### config.mk
export PLATFORM = sky130hd
export DESIGN_NAME = divider
export DESIGN_NICKNAME = d
export VERILOG_FILES = /design/src/rtl/divider.sv
export SDC_FILE = /design/constraint.sdc
export NUM_CORES = 1
export LEC_CHECK = 0
export CORE_UTILIZATION = 56
export CTS_CLUSTER_SIZE = 24
export DETAILED_ROUTE_END_ITERATION = 6
export PLACE_DENSITY = 0.87
export REMOVE_ABC_BUFFERS = 1
export SLEW_MARGIN = 10
export SYNTH_ARGS = -nofsm -noshare
export SYNTH_HDL_FRONTEND = slang
export SYNTH_SLANG_ARGS = --single-unit
### constraint.sdc
create_clock -name clk -period 2.6 [get_ports clk]
set_input_delay 0.26 -clock clk [delete_from_list [all_inputs] [get_ports clk]]
set_output_delay 0.26 -clock clk [all_outputs]
set_load 0.005 [all_outputs]
### src/rtl/divider.sv
// rtl/divider.sv - sequential restoring divider, signed/unsigned, one quotient bit per cycle
//
// Divides an N-bit dividend by an N-bit divisor over N+1 cycles using a
// start/done handshake. Results hold until the next accepted operation.
//
// Ports:
//   clk         - clock, rising edge
//   reset       - asynchronous active-high reset
//   start       - request a division (taken only while ready=1)
//   sign        - 1: operands are two's-complement signed, 0: unsigned
//   dividend    - numerator, sampled at accept
//   divisor     - denominator, sampled at accept
//   ready       - an operation can be accepted
//   done        - one-cycle pulse, results valid from this cycle on
//   quotient    - result quotient
//   remainder   - result remainder (takes the dividend's sign when signed)
//   div_by_zero - the last operation had divisor == 0
module divider #(
   parameter int N = 8
) (
   input  logic         clk,
   input  logic         reset,
   input  logic         start,
   input  logic         sign,
   input  logic [N-1:0] dividend,
   input  logic [N-1:0] divisor,
   output logic         ready,
   output logic         done,
   output logic [N-1:0] quotient,
   output logic [N-1:0] remainder,
   output logic         div_by_zero
);

   localparam int CW = $clog2(N + 1);

   typedef enum logic [1:0] {IDLE, CALC, FINISH} state_t;

   state_t        state_q, state_d;
   logic [CW-1:0] cnt_q, cnt_d;
   logic          neg_a_q, neg_a_d;
   logic          neg_b_q, neg_b_d;
   logic          zero_q, zero_d;
   logic [N-1:0]  dd_q, dd_d;      // dividend magnitude shifting out, quotient bits shifting in
   logic [N-1:0]  dvs_q, dvs_d;    // divisor magnitude
   logic [N-1:0]  orig_q, orig_d;  // original dividend, returned on divide by zero
   logic [N:0]    r_q, r_d;        // partial remainder
   logic          ready_q, ready_d;
   logic          done_q, done_d;
   logic [N-1:0]  quot_q, quot_d;
   logic [N-1:0]  rem_q, rem_d;
   logic          dbz_q, dbz_d;

   logic          neg_a_in, neg_b_in;
   logic [N:0]    r_sh;

   assign neg_a_in = sign & dividend[N-1];
   assign neg_b_in = sign & divisor[N-1];

   always_comb begin
      state_d = state_q;
      cnt_d   = cnt_q;
      neg_a_d = neg_a_q;
      neg_b_d = neg_b_q;
      zero_d  = zero_q;
      dd_d    = dd_q;
      dvs_d   = dvs_q;
      orig_d  = orig_q;
      r_d     = r_q;
      ready_d = ready_q;
      done_d  = 1'b0;
      quot_d  = quot_q;
      rem_d   = rem_q;
      dbz_d   = dbz_q;
      r_sh    = {r_q[N-1:0], dd_q[N-1]};

      case (state_q)
         IDLE: begin
            if (start) begin
               neg_a_d = neg_a_in;
               neg_b_d = neg_b_in;
               zero_d  = (divisor == '0);
               // Negating -2^(N-1) wraps back to 2^(N-1), which is the
               // correct magnitude when read as unsigned.
               dd_d    = neg_a_in ? -dividend : dividend;
               dvs_d   = neg_b_in ? -divisor : divisor;
               orig_d  = dividend;
               r_d     = '0;
               cnt_d   = CW'(N);
               ready_d = 1'b0;
               state_d = CALC;
            end
         end
         CALC: begin
            if (r_sh >= {1'b0, dvs_q}) begin
               r_d  = r_sh - {1'b0, dvs_q};
               dd_d = {dd_q[N-2:0], 1'b1};
            end else begin
               r_d  = r_sh;
               dd_d = {dd_q[N-2:0], 1'b0};
            end
            cnt_d = cnt_q - CW'(1);
            if (cnt_q == CW'(1)) begin
               state_d = FINISH;
            end
         end
         FINISH: begin
            if (zero_q) begin
               quot_d = '1;
               rem_d  = orig_q;
               dbz_d  = 1'b1;
            end else begin
               // Truncating division: quotient sign from sign mismatch,
               // remainder follows the dividend.
               quot_d = (neg_a_q ^ neg_b_q) ? -dd_q : dd_q;
               rem_d  = neg_a_q ? -r_q[N-1:0] : r_q[N-1:0];
               dbz_d  = 1'b0;
            end
            done_d  = 1'b1;
            ready_d = 1'b1;
            state_d = IDLE;
         end
         default: begin
            state_d = IDLE;
            ready_d = 1'b1;
         end
      endcase
   end

   always_ff @(posedge clk or posedge reset) begin
      if (reset) begin
         state_q <= IDLE;
         cnt_q   <= '0;
         neg_a_q <= 1'b0;
         neg_b_q <= 1'b0;
         zero_q  <= 1'b0;
         dd_q    <= '0;
         dvs_q   <= '0;
         orig_q  <= '0;
         r_q     <= '0;
         ready_q <= 1'b1;
         done_q  <= 1'b0;
         quot_q  <= '0;
         rem_q   <= '0;
         dbz_q   <= 1'b0;
      end else begin
         state_q <= state_d;
         cnt_q   <= cnt_d;
         neg_a_q <= neg_a_d;
         neg_b_q <= neg_b_d;
         zero_q  <= zero_d;
         dd_q    <= dd_d;
         dvs_q   <= dvs_d;
         orig_q  <= orig_d;
         r_q     <= r_d;
         ready_q <= ready_d;
         done_q  <= done_d;
         quot_q  <= quot_d;
         rem_q   <= rem_d;
         dbz_q   <= dbz_d;
      end
   end

   assign ready       = ready_q;
   assign done        = done_q;
   assign quotient    = quot_q;
   assign remainder   = rem_q;
   assign div_by_zero = dbz_q;

endmodule

Word-level counts from Yosys, hierarchy flattened
Cells that the tools add are included.
- add/subtract/negate cells: 6
- order comparisons: 1
- eq/ne operators: 5
- multiplexer cells: 21
- bitwise logic cells: 4
- reduce and logical (&&, ||, !) cells: 7
- operator list (operator ; count):
    8-bit two-way mux ; 9
    8-bit negator ; 4
    8-bit case mux with 2 select lines ; 2
    9-bit by 8-bit >= comparator with 1-bit output ; 1
    8-bit zero test ; 1
    4-bit case mux with 2 select lines ; 1
    2-bit AND reduction ; 4
    8-bit subtractor ; 1
    4-bit by 1-bit == test with 1-bit output (second input constant) ; 1
    1-bit two-way mux ; 4
    2-bit two-way mux ; 2
    4-bit two-way mux ; 1
    2-bit != test (second input constant) ; 2
    2-bit case mux with 2 select lines ; 1
    4-bit by 1-bit subtractor with 4-bit output (second input constant) ; 1
    1-bit bitwise AND ; 2
    2-bit by 1-bit == test with 1-bit output (second input constant) ; 1
    2-bit == test (second input constant) ; 1
    2-bit zero test ; 1
    1-bit case mux with 2 select lines ; 1
    2-bit nonzero test ; 1
    1-bit inverter ; 1
    1-bit bitwise XOR ; 1
- bits in registers: 60
- bits of input ports: 20
- output and inout bits: 19
- word-level logic and storage cells: 58

Longest topological paths before layout
- word-level depth: 4
- mapped depth: 10

Least setup slack after synthesis
Ideal clock, no wire load.
- kind: flip-flop to flip-flop
- start point: register r_q[5]
- end point: register r_q[1]
- library setup time: 0.126 ns
- arrival time: 2.078 ns
- required time: 2.474 ns
- setup slack: 0.396 ns
- stages on the path, launching flop included: 9
- period minus slack after synthesis: 2.204 ns
- cell sequence: dfrtp_1 -> ha_1 -> a21oi_4 -> nand2_1 -> a211o_1 -> buf_6 -> or2_1 -> buf_6 -> a311o_1
- cells in the longest elaborated chain, start to end: 3
- RTL lines (what ; RTL line ; source):
    start, declared ; 46 ; logic [N:0] r_q, r_d;
    start signal, assigned ; 154 ; r_q <= r_d;
    9-bit by 8-bit >= comparator with 1-bit output ; 94 ; if (r_sh >= {1'b0, dvs_q}) begin
    8-bit two-way mux ; 94 ;
    8-bit case mux with 2 select lines ; 76 ; case (state_q)
Every way passes these cells.
A chain may end at the register's enable or synchronous reset.

Final worst setup path
Ends and elaborated chain as after synthesis.

==> metrics.md <==
| Metric | Value |
|---|---|
| Worst reg2reg path endpoint | r_q[1]$_DFFE_PP0P_ |
| Commonest non-fill, non-tap cell in the layout | nand2_1 |
| Grt total ovfl | 0 |
| Worst Path Required | 2.83 ns |
| Cell Area, Synth | between 0.003 and 0.004 mm^2 |
| Detailed placement HPWL | just under 6000 um |
| Vias per std cell | 5.87 |
| CP Data Arrival Time | 2.59 ns |
| Initial Util | 0.581 |
| Slowest cell on the critical path | dfrtp_1 |
| Setup bufs post-CTS | 0 |
| FF-to-FF setup slack | roughly 0.23 ns |
| Setup-failing EPs final | 0 |
| Status | completed |
| Residual DRC | 0 |
| Psw | around 0.0024 W |
| Sequential area share after synthesis | 0.434 |
| Post-synth EDFFs | 0 |
| Async S/R FF share, synth | 1.00 |
| TritonRoute pass-1 iters | 5 |
| Cell-internal power | approximately 0.0033 W |
| Clock share of power | 0.162 |
| Worst-Margin Slew | approximately 0.64 ns |
| Leak | roughly 1.9 nW |
| FP Rows | 28 |
| Power Dens Cells | ~1400 mW/mm^2 |
| Clock sink count | 60 |
| Synthesized area per cell | between 8 and 9 um^2 |
| Gr usage total | 0.268 |
| Worst hold path type | in2async |
| WP depth | 6 |
| Crit path capture | r_q[1]$_DFFE_PP0P_ |
| Tmin final | approximately 2.4 ns |
| DR iter-0 viols | just over 200 |
| Setup ws final | about 0.23 ns |
| Gpl congestion | 0.900 |
| Worst stage delay on the critical path | 0.44 ns |
| Worst IR Drop VDD | approximately 650 uV |
| CTS tree | built |
| Reg2reg start | r_q[5]$_DFFE_PP0P_ |
| Final setup TNS | 0 ns |
| Resized cells post-CTS | 0 |
| Multi-input logic area | 0.00176 mm^2 |
| Critical Path Source Type | flip-flop |
| Max Clock Freq | between 400 and 500 MHz |
| IO Pins | 39 |
| Largest delay share family, worst path | compound AO/OA/AOI/OAI gates |
| Die area | 0.00650 mm^2 |
| # diodes | 0 |
| Area occupied by registers | ~0.0015 mm^2 |
| Final worst-path cycle share | 0.910 |
| Synthesized flop and latch total | 60 |
| Slew headroom | 0.570 |
| Reg power frac | 0.315 |
| Hold-fix buffers, CTS | 0 |
| Clk_lat worst skew | roughly 0.34 ns |
| R2r worst-path depth | 6 |
| Largest net degree at the start of global routing | 30 |
| Antenna violation net count after detailed routing | 0 |
| Critical Path End Type | flip-flop |
| Switching part of the total | 0.420 |
| DIE HEIGHT | 80.6 um |
| Cells after synthesis | 401 |
| CTS Root Cell | clkbuf_8 |
| Syn. warnings | 0 |
| Critical-path maximum fanout | 10 |
| Core Area | just under 0.006 mm^2 |
| Area Overhead vs Synth | 19.1% |
| Number of distinct library cells after synthesis | 50 |
| Critical path launch point | r_q[5]$_DFFE_PP0P_ |
| DR WL/cell | 15.3 um |
| WS Path Type | reg2reg |
| Total wire length after detailed routing | between 7000 and 8000 um |
| First-pass GRT wire length | ~13,000 um |
| PortBufs | 38 |
| Vias | 3,024 |
| Top FF cell, synth | dfrtp_1 |
| Leading cell types in the layout, fill and taps excluded | nand2_1, dfrtp_1, nor2_1, clkdlybuf4s50_1, o21ai_0 |
| Comb power frac | 0.523 |
| DP Worst Slack | 0.268 ns |
| Final #Nets | 470 |
| Worst Path Buf+Inv | 0 |
| CTS HTree Levels | 3 |
| Fin. Hold Viols | 0 |
| Max Cap Viol | 0 |
| Vias in the first global route | ~2.8k |
| Worst-path clk slew | about 0.07 ns |
| CP Cell Sequence | ha_1 -> a21oi_4 -> nand2_1 -> a211o_1 -> or2_1 -> a311o_1 |
| Die width | 80.6 um |
| Clock Path Buffers | 2 |
| RSZ-0062 raised after global routing | false |
| Share of cells above drive strength 1 | 0.0591 |
| Initial antenna violation count | 0 |
| Clk_skew | between 0.005 and 0.006 ns |
| Slew Viols, Final | 0 |
| Total CTS buffers | 9 |
| Filler cells | 460 |
==> how the worst min path moves through the flow <==
stage / startpoint / endpoint / cells past startpoint
after floorplan: dividend[2] / orig_q[2]$_DFFE_PP0P_ / 2
after global placement: quotient[0]$_DFFE_PP0P_ / quotient[0]$_DFFE_PP0P_ / 2
after detailed placement: quotient[0]$_DFFE_PP0P_ / quotient[0]$_DFFE_PP0P_ / 2
after CTS: reset / quotient[4]$_DFFE_PP0P_ / 2
after global routing: reset / remainder[2]$_DFFE_PP0P_ / 2
final: reset / quotient[4]$_DFFE_PP0P_ / 2
==> synthesized netlist by cell type (all sizes together) (2+ instances only) <==
cell type / count / share of area
a22oi: 3 / 0.0065
o22ai: 3 / 0.0054
nor2b: 3 / 0.0054
nor3b: 3 / 0.0065
inv: 27 / 0.029
nand2b: 4 / 0.0072
mux2i: 6 / 0.017
a21oi: 28 / 0.044
or3: 2 / 0.0036
clkbuf: 18 / 0.020
nand3: 6 / 0.0087
nor3: 10 / 0.014
o21a: 3 / 0.0065
nand2: 61 / 0.066
o21ai: 31 / 0.045
o311ai: 2 / 0.0051
a221o: 3 / 0.0087
ha: 14 / 0.051
a211o: 2 / 0.0051
nor2: 43 / 0.047
nor4: 2 / 0.0036
a21o: 2 / 0.0043
or2: 2 / 0.0036
xnor2: 18 / 0.046
or4: 2 / 0.0043
buf: 4 / 0.0094
a41o: 2 / 0.0058
a31oi: 7 / 0.013
o211ai: 8 / 0.017
dfrtp: 59 / 0.43
xor2: 7 / 0.018
==> power by group through the flow <==
| stage | sequential, W | combinational [W] | clock [W] |
|---|---|---|---|
| finish | 0.00177 | 0.00294 | 0.000912 |
| detailed placement | 0.00177 | 0.00288 | 0 |
| global route | 0.00182 | 0.00325 | 0.000978 |
| CTS | 0.00176 | 0.00291 | 0.000922 |
| floorplan | 0.00167 | 0.00208 | 0 |
| global placement | 0.00174 | 0.00275 | 0 |
==> flip-flops by register name, indices dropped and copies added, names as in the netlist <==
signal / cells
cnt_q: 4
dd_q: 8
div_by_zero: 1
done: 1
dvs_q: 8
neg_a_q: 1
neg_b_q: 1
orig_q: 8
quotient: 8
r_q: 8
ready: 1
remainder: 8
state_q: 2
zero_q: 1
==> layout make-up <==
class	instances	area share
Multi-Input combinational cell	292	0.426
Sequential cell	60	0.365
Timing Repair Buffer	45	0.108
Clock buffer	13	0.0434
Inverter	27	0.0246
Tap cell	75	0.0228
Clock inverter	3	0.0103
==> logic make-up (layout without fill, tap and decap cells) <==
logic type / Yosys count / after routing / share of synthesized area
simple gates: 140 / 140 / 0.175
compound gates: 106 / 106 / 0.196
flops: 60 / 60 / 0.434
buf+inv: 49 / 88 / 0.0582
xor+xnor: 25 / 25 / 0.0633
fa+ha+maj: 15 / 15 / 0.0564
mux: 6 / 6 / 0.0174
==> metrics by stage <==
step,cells,total power [W],util,cell area (um^2),hold WS [ns]
finish,515,0.00562,0.692,4120,0.190
global route,515,0.00605,0.692,4120,0.225
CTS,515,0.00559,0.692,4120,0.197
detailed placement,499,0.00465,0.655,3900,0.455
global placement,499,0.00449,0.655,3900,0.452
floorplan,379,0.00375,-,3360,0.365
==> layer usage <==
layer  wire length, um  share of wire  vias to the layer above  track usage
met5                 0              0                        -            0
met3               461          0.058                       18       0.0670
met2              3960           0.50                      124        0.451
li1                  -              -                     1454            -
met1              3310           0.42                     1428        0.315
met4               155          0.020                        0        0.134
==> worst reg2reg max path, delay by kind of cell (launching register included) <==
family | cells | cell delay (ns)
compound gates | 3 | 0.99
fa+ha+maj | 1 | 0.40
flops | 1 | 0.44
simple gates | 2 | 0.42
Note: power is estimated with default switching activity, not from simulation.
